[src/rtl/shift_unit_pipe_if.sv]
// shift_unit_pipe_if
// Request/response bundle for the pipelined barrel shifter.
//   in_valid/in_ready   : operation handshake (producer -> shifter)
//   in_op               : 00 SLL, 01 SRL, 10 SRA, 11 pass
//   in_word             : 1 = 32-bit word variant, result sign-extended
//   in_shamt/in_data    : shift amount and operand
//   in_tag              : sideband returned unchanged with the result
//   out_valid/out_ready : result handshake (shifter -> consumer)
//   out_data/out_tag    : result and its tag
// The slave modport is the shifter side, master is the producer/consumer side.
interface shift_unit_pipe_if #(
  parameter int XLEN  = 64,
  parameter int TAG_W = 5
);
  localparam int SHW = $clog2(XLEN);

  logic             in_valid;
  logic             in_ready;
  logic [1:0]       in_op;
  logic             in_word;
  logic [SHW-1:0]   in_shamt;
  logic [XLEN-1:0]  in_data;
  logic [TAG_W-1:0] in_tag;
  logic             out_valid;
  logic             out_ready;
  logic [XLEN-1:0]  out_data;
  logic [TAG_W-1:0] out_tag;

  modport slave (
    input  in_valid, in_op, in_word, in_shamt, in_data, in_tag, out_ready,
    output in_ready, out_valid, out_data, out_tag
  );

  modport master (
    output in_valid, in_op, in_word, in_shamt, in_data, in_tag, out_ready,
    input  in_ready, out_valid, out_data, out_tag
  );
endinterface

[src/rtl/shift_unit_pipe.sv]
// shift_unit_pipe
// Pipelined barrel shifter (SLL/SRL/SRA/pass, plus 32-bit word variants).
// The log2(XLEN) shift levels are split across STAGES register stages,
// earlier stages taking any extra levels. The last stage is the output
// register. One global advance signal moves the whole pipe; bubbles are
// not collapsed.
// Ports:
//   clk  : clock
//   rst  : synchronous active-high reset (clears valids and output regs)
//   bus  : shift_unit_pipe_if.slave (in_* request, out_* response)
module shift_unit_pipe #(
  parameter int XLEN   = 64,
  parameter int STAGES = 2,
  parameter int TAG_W  = 5
) (
  input  logic            clk,
  input  logic            rst,
  shift_unit_pipe_if.slave bus
);
  localparam int SHW   = $clog2(XLEN);
  localparam int WLEN  = (XLEN < 32) ? XLEN : 32;
  localparam int BASE  = SHW / STAGES;
  localparam int EXTRA = SHW % STAGES;

  localparam logic [1:0] OP_SLL  = 2'b00;
  localparam logic [1:0] OP_SRA  = 2'b10;
  localparam logic [1:0] OP_PASS = 2'b11;

  // First shift level handled by stage s.
  function automatic int lvl_lo(input int s);
    return s * BASE + ((s < EXTRA) ? s : EXTRA);
  endfunction

  // Apply shift levels [lo, hi) selected by amt. Right shifts pull in 'fill'.
  function automatic logic [XLEN-1:0] shift_levels(
    input logic [XLEN-1:0] x,
    input logic [SHW-1:0]  amt,
    input logic            left,
    input logic            fill,
    input int              lo,
    input int              hi
  );
    logic [XLEN-1:0]   r;
    logic [2*XLEN-1:0] w;
    r = x;
    for (int l = 0; l < SHW; l++) begin
      if (l >= lo && l < hi && amt[l]) begin
        if (left) begin
          r = r << (1 << l);
        end else begin
          w = {{XLEN{fill}}, r} >> (1 << l);
          r = w[XLEN-1:0];
        end
      end
    end
    return r;
  endfunction

  function automatic logic [XLEN-1:0] sext_word(input logic [XLEN-1:0] x);
    logic [XLEN-1:0] r;
    r = x;
    for (int b = WLEN; b < XLEN; b++) r[b] = x[WLEN-1];
    return r;
  endfunction

  logic            adv;
  logic            out_valid;
  logic [XLEN-1:0] pre_data;
  logic [SHW-1:0]  pre_shamt;
  logic            pre_left;
  logic            pre_fill;

  // Operand conditioning. In word mode the upper bits are rebuilt from the
  // low word (sign copy for SRA, zeros otherwise) so a full-width shift
  // produces the right low word; the fill bit then falls out of the MSB.
  always_comb begin
    pre_data  = bus.in_data;
    pre_shamt = bus.in_shamt;
    pre_left  = (bus.in_op == OP_SLL);
    if (bus.in_word) begin
      for (int b = WLEN; b < XLEN; b++)
        pre_data[b] = (bus.in_op == OP_SRA) ? bus.in_data[WLEN-1] : 1'b0;
      pre_shamt = bus.in_shamt & SHW'(WLEN - 1);
    end
    if (bus.in_op == OP_PASS) pre_shamt = '0;
    pre_fill = (bus.in_op == OP_SRA) && pre_data[XLEN-1];
  end

  for (genvar gi = 0; gi < STAGES; gi++) begin : g_stage
    localparam int LO = lvl_lo(gi);
    localparam int HI = lvl_lo(gi + 1);

    logic             src_valid;
    logic             src_left;
    logic             src_fill;
    logic             src_word;
    logic [XLEN-1:0]  src_data;
    logic [SHW-1:0]   src_shamt;
    logic [TAG_W-1:0] src_tag;
    logic [XLEN-1:0]  shifted;
    logic             valid_d;
    logic             valid_q;

    if (gi == 0) begin : g_src
      assign src_valid = bus.in_valid && adv;
      assign src_data  = pre_data;
      assign src_shamt = pre_shamt;
      assign src_left  = pre_left;
      assign src_fill  = pre_fill;
      assign src_word  = bus.in_word;
      assign src_tag   = bus.in_tag;
    end else begin : g_src
      assign src_valid = g_stage[gi-1].valid_q;
      assign src_data  = g_stage[gi-1].g_mid.data_q;
      assign src_shamt = g_stage[gi-1].g_mid.shamt_q;
      assign src_left  = g_stage[gi-1].g_mid.left_q;
      assign src_fill  = g_stage[gi-1].g_mid.fill_q;
      assign src_word  = g_stage[gi-1].g_mid.word_q;
      assign src_tag   = g_stage[gi-1].g_mid.tag_q;
    end

    assign shifted = shift_levels(src_data, src_shamt, src_left, src_fill, LO, HI);

    always_comb begin
      valid_d = valid_q;
      if (adv) valid_d = src_valid;
    end

    always_ff @(posedge clk) begin
      if (rst) valid_q <= 1'b0;
      else     valid_q <= valid_d;
    end

    if (gi < STAGES - 1) begin : g_mid
      // Intermediate stage: mode, word flag and tag ride along with data.
      logic [XLEN-1:0]  data_d,  data_q;
      logic [SHW-1:0]   shamt_d, shamt_q;
      logic             left_d,  left_q;
      logic             fill_d,  fill_q;
      logic             word_d,  word_q;
      logic [TAG_W-1:0] tag_d,   tag_q;

      always_comb begin
        data_d  = data_q;
        shamt_d = shamt_q;
        left_d  = left_q;
        fill_d  = fill_q;
        word_d  = word_q;
        tag_d   = tag_q;
        if (adv) begin
          data_d  = shifted;
          shamt_d = src_shamt;
          left_d  = src_left;
          fill_d  = src_fill;
          word_d  = src_word;
          tag_d   = src_tag;
        end
      end

      always_ff @(posedge clk) begin
        data_q  <= data_d;
        shamt_q <= shamt_d;
        left_q  <= left_d;
        fill_q  <= fill_d;
        word_q  <= word_d;
        tag_q   <= tag_d;
      end
    end else begin : g_last
      // Output stage: word results are sign-extended on the way in.
      logic [XLEN-1:0]  data_d, data_q;
      logic [TAG_W-1:0] tag_d,  tag_q;

      always_comb begin
        data_d = data_q;
        tag_d  = tag_q;
        if (adv) begin
          data_d = src_word ? sext_word(shifted) : shifted;
          tag_d  = src_tag;
        end
      end

      always_ff @(posedge clk) begin
        if (rst) begin
          data_q <= '0;
          tag_q  <= '0;
        end else begin
          data_q <= data_d;
          tag_q  <= tag_d;
        end
      end
    end
  end

  assign out_valid    = g_stage[STAGES-1].valid_q;
  // The pipe moves whenever the output slot is empty or being drained.
  assign adv          = !out_valid || bus.out_ready;
  assign bus.in_ready = adv;
  assign bus.out_valid = out_valid;
  assign bus.out_data  = g_stage[STAGES-1].g_last.data_q;
  assign bus.out_tag   = g_stage[STAGES-1].g_last.tag_q;
endmodule

[src/flat_wrapper.sv]
// flat-port wrapper written by rule: the top's interface ports become plain ports
module shift_unit_pipe_flat 
#(
  parameter int XLEN   = 64,
  parameter int STAGES = 2,
  parameter int TAG_W  = 5
)
  (clk, rst, bus_in_valid, bus_in_op, bus_in_word, bus_in_shamt, bus_in_data, bus_in_tag, bus_out_ready, bus_in_ready, bus_out_valid, bus_out_data, bus_out_tag);
  shift_unit_pipe_if #(.XLEN(XLEN), .TAG_W(TAG_W)) bus_i ();
  input  logic clk;
  input  logic rst;
  input wire logic [$bits(bus_i.in_valid)-1:0] bus_in_valid;
  input wire logic [$bits(bus_i.in_op)-1:0] bus_in_op;
  input wire logic [$bits(bus_i.in_word)-1:0] bus_in_word;
  input wire logic [$bits(bus_i.in_shamt)-1:0] bus_in_shamt;
  input wire logic [$bits(bus_i.in_data)-1:0] bus_in_data;
  input wire logic [$bits(bus_i.in_tag)-1:0] bus_in_tag;
  input wire logic [$bits(bus_i.out_ready)-1:0] bus_out_ready;
  output wire logic [$bits(bus_i.in_ready)-1:0] bus_in_ready;
  output wire logic [$bits(bus_i.out_valid)-1:0] bus_out_valid;
  output wire logic [$bits(bus_i.out_data)-1:0] bus_out_data;
  output wire logic [$bits(bus_i.out_tag)-1:0] bus_out_tag;
  assign bus_i.in_valid = bus_in_valid;
  assign bus_i.in_op = bus_in_op;
  assign bus_i.in_word = bus_in_word;
  assign bus_i.in_shamt = bus_in_shamt;
  assign bus_i.in_data = bus_in_data;
  assign bus_i.in_tag = bus_in_tag;
  assign bus_i.out_ready = bus_out_ready;
  assign bus_in_ready = bus_i.in_ready;
  assign bus_out_valid = bus_i.out_valid;
  assign bus_out_data = bus_i.out_data;
  assign bus_out_tag = bus_i.out_tag;
  shift_unit_pipe #(.XLEN(XLEN), .STAGES(STAGES), .TAG_W(TAG_W)) u_core (.clk(clk), .rst(rst), .bus(bus_i));
endmodule
[config.mk]
export PLATFORM = sky130hd
export DESIGN_NAME = shift_unit_pipe_flat
export DESIGN_NICKNAME = d
export VERILOG_FILES = /design/src/rtl/shift_unit_pipe_if.sv /design/src/rtl/shift_unit_pipe.sv /design/src/flat_wrapper.sv
export SDC_FILE = /design/constraint.sdc
export NUM_CORES = 1
export LEC_CHECK = 0
export BUFFER_PORTS_ARGS = -buffer_cell sky130_fd_sc_hd__buf_2
export CAP_MARGIN = 30
export CORE_ASPECT_RATIO = 0.8
export CORE_MARGIN = 2
export CORE_UTILIZATION = 50
export CTS_CLUSTER_SIZE = 28
export DETAILED_ROUTE_END_ITERATION = 10
export PLACE_DENSITY = 0.77
export SLEW_MARGIN = 30
export SYNTH_ARGS = -nofsm -noshare
export SYNTH_HDL_FRONTEND = slang
export SYNTH_SLANG_ARGS = --single-unit
[constraint.sdc]
create_clock -name clk -period 3.7 [get_ports clk]
set_input_delay 0.185 -clock clk [delete_from_list [all_inputs] [get_ports clk]]
set_output_delay 0.185 -clock clk [all_outputs]
set_load 0.1 [all_outputs]
# Yosys cells after proc, flatten, opt, wreduce, memory -nomap -nowiden
# Cells that the tools add are included.
dict set report totals {
  out_inout_bits 71
  regBits 146
  word_cells 35
  inputBits 82
}
dict set report op_classes {
  reduce_logical 6
  n_mux 16
  eq_ne 2
}
# cell count
set op_table {}
lappend op_table {{64-bit two-way mux} 13}
lappend op_table {{32-bit two-way mux} 1}
lappend op_table {{2-bit == test (second input constant)} 2}
lappend op_table {{3-bit two-way mux} 1}
lappend op_table {{1-bit logical AND} 2}
lappend op_table {{2-bit logical NOT} 1}
lappend op_table {{2-bit OR reduction} 1}
lappend op_table {{1-bit logical NOT} 1}
lappend op_table {{1-bit logical OR} 1}
lappend op_table {{1-bit two-way mux} 1}

# Logic depth before layout (Yosys ltp)
dict set report depth {
  word_depth 10
  depth_mapped 12
}

# Worst setup path after synthesis
# Ideal clock, no wire load.
dict set report synth_path {
  path_type {register to register}
  from {reg u_core.g_stage[1].valid_q (netlist: u_core.bus.out_valid)}
  to {reg u_core.g_stage[0].g_mid.data_q[0] (enable)}
  t_required_ps 3191
  t_arrival_ps 4343
  setup_slack_ps -1152
  path_stages_with_launch 5
  cell_sequence {dfxtp_1 -> nor2b_1 -> inv_1 -> clkbuf_1 -> clkbuf_1}
}
dict set report synth_between {
  elab_chain_len 2
}
# element line
set synth_rtl {}
lappend synth_rtl {{from (decl)} shift_unit_pipe.sv:102} ;# logic valid_q;
lappend synth_rtl {{from (signal assigned)} shift_unit_pipe.sv:131} ;# else valid_q <= valid_d;
lappend synth_rtl {{1-bit logical NOT} shift_unit_pipe.sv:196} ;# assign adv = !out_valid || bus.out_ready;
lappend synth_rtl {{1-bit logical OR} shift_unit_pipe.sv:196}
lappend synth_rtl {{net bus_in_ready} flat_wrapper.sv:19} ;# output wire logic [$bits(bus_i.in_ready)-1:0] bus_in_ready;
lappend synth_rtl {{to (signal assigned)} shift_unit_pipe.sv:161} ;# data_q <= data_d;
lappend synth_rtl {{to (decl)} shift_unit_pipe.sv:136} ;# logic [XLEN-1:0] data_d, data_q;
# The timed path passes the listed nets, and every way through them passes these cells.
# A chain may end at the register's enable or synchronous reset.

# Worst setup path in the final report
dict set report layout_path {
  from {reg u_core.g_stage[0].g_mid.left_q}
  to {reg u_core.g_stage[1].g_last.data_q[43] (netlist: u_core.bus.out_data[43])}
}
dict set report layout_between {
  elab_chain_len 7
}
# element line
set layout_rtl {}
lappend layout_rtl {{from (decl)} shift_unit_pipe.sv:138} ;# logic left_d, left_q;
lappend layout_rtl {{from (signal assigned)} shift_unit_pipe.sv:163} ;# left_q <= left_d;
lappend layout_rtl {{64-bit two-way mux} shift_unit_pipe.sv:48} ;# if (left) begin
lappend layout_rtl {{64-bit two-way mux} shift_unit_pipe.sv:47} ;# if (l >= lo && l < hi && amt[l]) begin
lappend layout_rtl {{64-bit two-way mux} shift_unit_pipe.sv:48}
lappend layout_rtl {{64-bit two-way mux} shift_unit_pipe.sv:47}
lappend layout_rtl {{64-bit two-way mux} shift_unit_pipe.sv:48}
lappend layout_rtl {{64-bit two-way mux (*)} shift_unit_pipe.sv:47}
lappend layout_rtl {{64-bit two-way mux (*)} shift_unit_pipe.sv:177} ;# data_d = src_word ? sext_word(shifted) : shifted;
lappend layout_rtl {{to (signal assigned)} shift_unit_pipe.sv:187} ;# data_q <= data_d;
lappend layout_rtl {{to (decl)} shift_unit_pipe.sv:170} ;# logic [XLEN-1:0] data_d, data_q;
# Mark *: on every way between the ends. The rest lies on a longest branch, timed or not.

==> out/metrics.cfg <==
[yosys]
synth_flop_cell = edfxtp_1
ys_types = 87
syn_nets = 1949
synth-edff-count = 75
synth_seq_cells = 146
synthCells = 1867
syn_area_mm2 = 0.0141
synth-async-reset-ratio_pct = 0
avgSynthCellArea_um2 = 7.56
yosysSeqAreaShare_pct = 26.0
yosysWarnings = 0

[die]
num_io_pins = 153
start_util_pct = 51.3
fp.dieW_um = 192
die_y_um = 154
core_area_mm2 = 0.0275
row_count = 54
die-area_mm2 = 0.0296

[pwr]
powerDensity_mw_per_mm2 = 451
ir_worst_vdd_mv = 0.340
leakagePower_nw = 6.30

[cells_and_area]
layout_common_cells = 246 x nor2_1, 196 x a21oi_1, 159 x o21ai_0
nFillCells = 2600
nets = 2010
layout.cells.most_common = nor2_1
final_layout_size_suffix_gt1_share_pct = 18.3
syn2layout_area_growth_pct = 12.0
antenna_cells = 0
fin_area_mm2 = 0.0158

[drt]
drt_iter0_drc = 2725
routedWlPerCell_um = 26.3
drt_wl_total_um = 60700
ant_nets = 0
vias = 16721
wl_met2_um = 25300
wl_met1_um = 25100
dr.pass1.iters = 8
top_layer = met5
met3_wirelength_um = 8290
drc_errors = 0
drt-vias-per-instance = 7.25

[clock_tree]
clock_latency_ps = 450
clk_path_buf_depth = 2
cts.repair.resized = 0
clock-root-buffer = clkbuf_16
clkSinkCount = 146
htreeDepth = 4
path_clk_slew_ps = 60
cts_tree = yes
cts_made_buffers = 17

[setup_path]
regToRegEndpoint = u_core.bus.out_data[43]$_SDFFE_PP0N_
critical_path_buf_inv_count = 2
crit_arrival_ps = 3240
worstSetupEndpoint = u_core.bus.out_data[43]$_SDFFE_PP0N_
path_class = flip-flop to flip-flop
critical-path-top-delay-family = compound AO/OA/AOI/OAI gates
cp-startpoint = u_core.g_stage[0].g_mid.left_q$_DFFE_PN_
cp_cell_sequence = buf_12 -> mux2_2 -> mux2i_1 -> or2_2 -> a21oi_1 -> a31oi_1 -> o21a_1 -> buf_4 -> a211oi_1
endpoint_kind = flip-flop
cp.depth = 9
start_kind = flip-flop
reg2reg_depth = 9
slowest_delay_ps = 420
r2r-start = u_core.g_stage[0].g_mid.left_q$_DFFE_PN_
crit_path_max_fanout = 98
cp.required_ps = 4000
r2r_slack_ps = 750
critPathSlowestCell = buf_12

[global_routing]
globalRouteTotalUtil_pct = 40.6
grt_pass1_wl_um = 93000
grt_pass1_vias = 15277
grt_overflow = 0
grt_max_degree = 101
antenna_found_initial = 1

[timing]
setup_violations = 0
fin_crit_sh_pct = 79.7
rsz0062_at_grt = false
worst_pin_slew_ps = 845
clock_skew_ps = 9.94
hold_viol = 0
slew_viol_final = 0
finalCriticalPeriod_ps = 2950
maxSlewHeadroom_pct = 43.4
fmax_ghz = 0.339
holdWs_ps = 8.02
fin_setup_tns_ps = 0

[outcome]
status = finished clean

[worst_hold_path]
hold_class = input port to flip-flop
hold_start = bus_in_valid

[placement]
numPortBuffers = 152
place_area_mm2 = 0.0152
gp_congestion = 1.02
place_hpwl_um = 43400

[flow_run]
max-cap-violations = 0

[Yosys cell counts (all sizes together) (25+ instances only)]
cell	number	share of area [%]
o21ai	164	5.8
o221ai	46	2.9
o211ai	30	1.6
mux2i	96	6.8
buf	91	3.5
nand3	27	0.96
nor3	37	1.3
dfxtp	71	10
a211oi	63	3.4
a31oi	25	1.2
edfxtp	75	16
nor2	250	6.7
a21o	36	1.9
a21oi	197	7.0
nand2	126	3.3
o22ai	74	3.3
a211o	32	2.0
mux2	51	4.1
clkbuf	102	2.7
a22oi	28	1.5
[logic make-up after synthesis]
| logic type | Yosys count | synth area share [%] |
|---|---|---|
| fa+ha+maj | 3 | 0.222 |
| simple gates | 522 | 16.1 |
| xor+xnor | 1 | 0.0620 |
| buf+inv | 211 | 6.71 |
| flops | 146 | 26.0 |
| mux | 149 | 11.2 |
| compound gates | 835 | 39.7 |
[where the power goes]
part	total [mW]	internal [mW]	switching [mW]	leakage (nW)
clock	1.75	0.989	0.766	0.298
sequential	2.20	1.97	0.227	1.40
combinational	3.18	0.915	2.27	4.61
[metal layers]
metal	vias up	global-route usage, %
met3	197	10.4
met4	2	14.1
li1	7299	-
met2	1260	58.1
met1	7963	58.6
met5	-	0
[registers in the layout, summed over array words and instances (netlist names)]
register / flops
u_core.bus.out_tag: 5
u_core.g_stage.g_mid.data_q: 64
u_core.g_stage.valid_q: 1
u_core.bus.out_data: 64
u_core.g_stage.g_mid.shamt_q: 3
u_core.g_stage.g_mid.tag_q: 5
u_core.bus.out_valid: 1
u_core.g_stage.g_mid.word_q: 1
u_core.g_stage.g_mid.left_q: 1
u_core.g_stage.g_mid.fill_q: 1
[worst min path at each step]
stage                     depth (start not counted)  slack (ps)                                    endpoint
after floorplan                                   0         280  u_core.g_stage[0].g_mid.tag_q[0]$_DFFE_PN_
after global placement                            1         360  u_core.g_stage[0].g_mid.tag_q[3]$_DFFE_PN_
after detailed placement                          1         360  u_core.g_stage[0].g_mid.tag_q[0]$_DFFE_PN_
after CTS                                         3           1      u_core.g_stage[0].valid_q$_SDFFE_PP0N_
after global routing                              3          20      u_core.g_stage[0].valid_q$_SDFFE_PP0N_
final                                             3           8      u_core.g_stage[0].valid_q$_SDFFE_PP0N_
[timing repair]
item | 4_1_cts | 5_1_grt
hold buffers | 5 | 0
setup buffers | 0 | 0
hold endpoints to repair | 5 | 0
[area by class of cell]
| cell class | count | area [um2] | share of cell area, % |
|---|---|---|---|
| tap | 364 | 455 | 2.88 |
| sequential | 146 | 3670 | 23.2 |
| multi-input combinational | 1510 | 9510 | 60.2 |
| inverter | 18 | 72.6 | 0.459 |
| clock inverter | 14 | 139 | 0.878 |
| timing repair buffer | 235 | 1510 | 9.56 |
| clock buffer | 18 | 450 | 2.85 |
[stage by stage]
step / cells / power (mW) / setup slack (ps) / utilization (%)
after floorplan: 1867 / 4.41 / 477 / -
after global placement: 2268 / 5.26 / 663 / 55.2
after detailed placement: 2268 / 5.28 / 656 / 55.2
after CTS: 2305 / 7.04 / 870 / 57.5
after global routing: 2305 / 7.40 / 644 / 57.5
final: 2305 / 7.13 / 752 / 57.5
[worst min-delay path: cells and delay by family]
kind | cells | cell delay, ps
AOI/OAI and AO/OA | 1 | 60
and+or+nand+nor | 1 | 50
buffers and inverters | 1 | 100
Note: power is estimated with default switching activity, not from simulation.
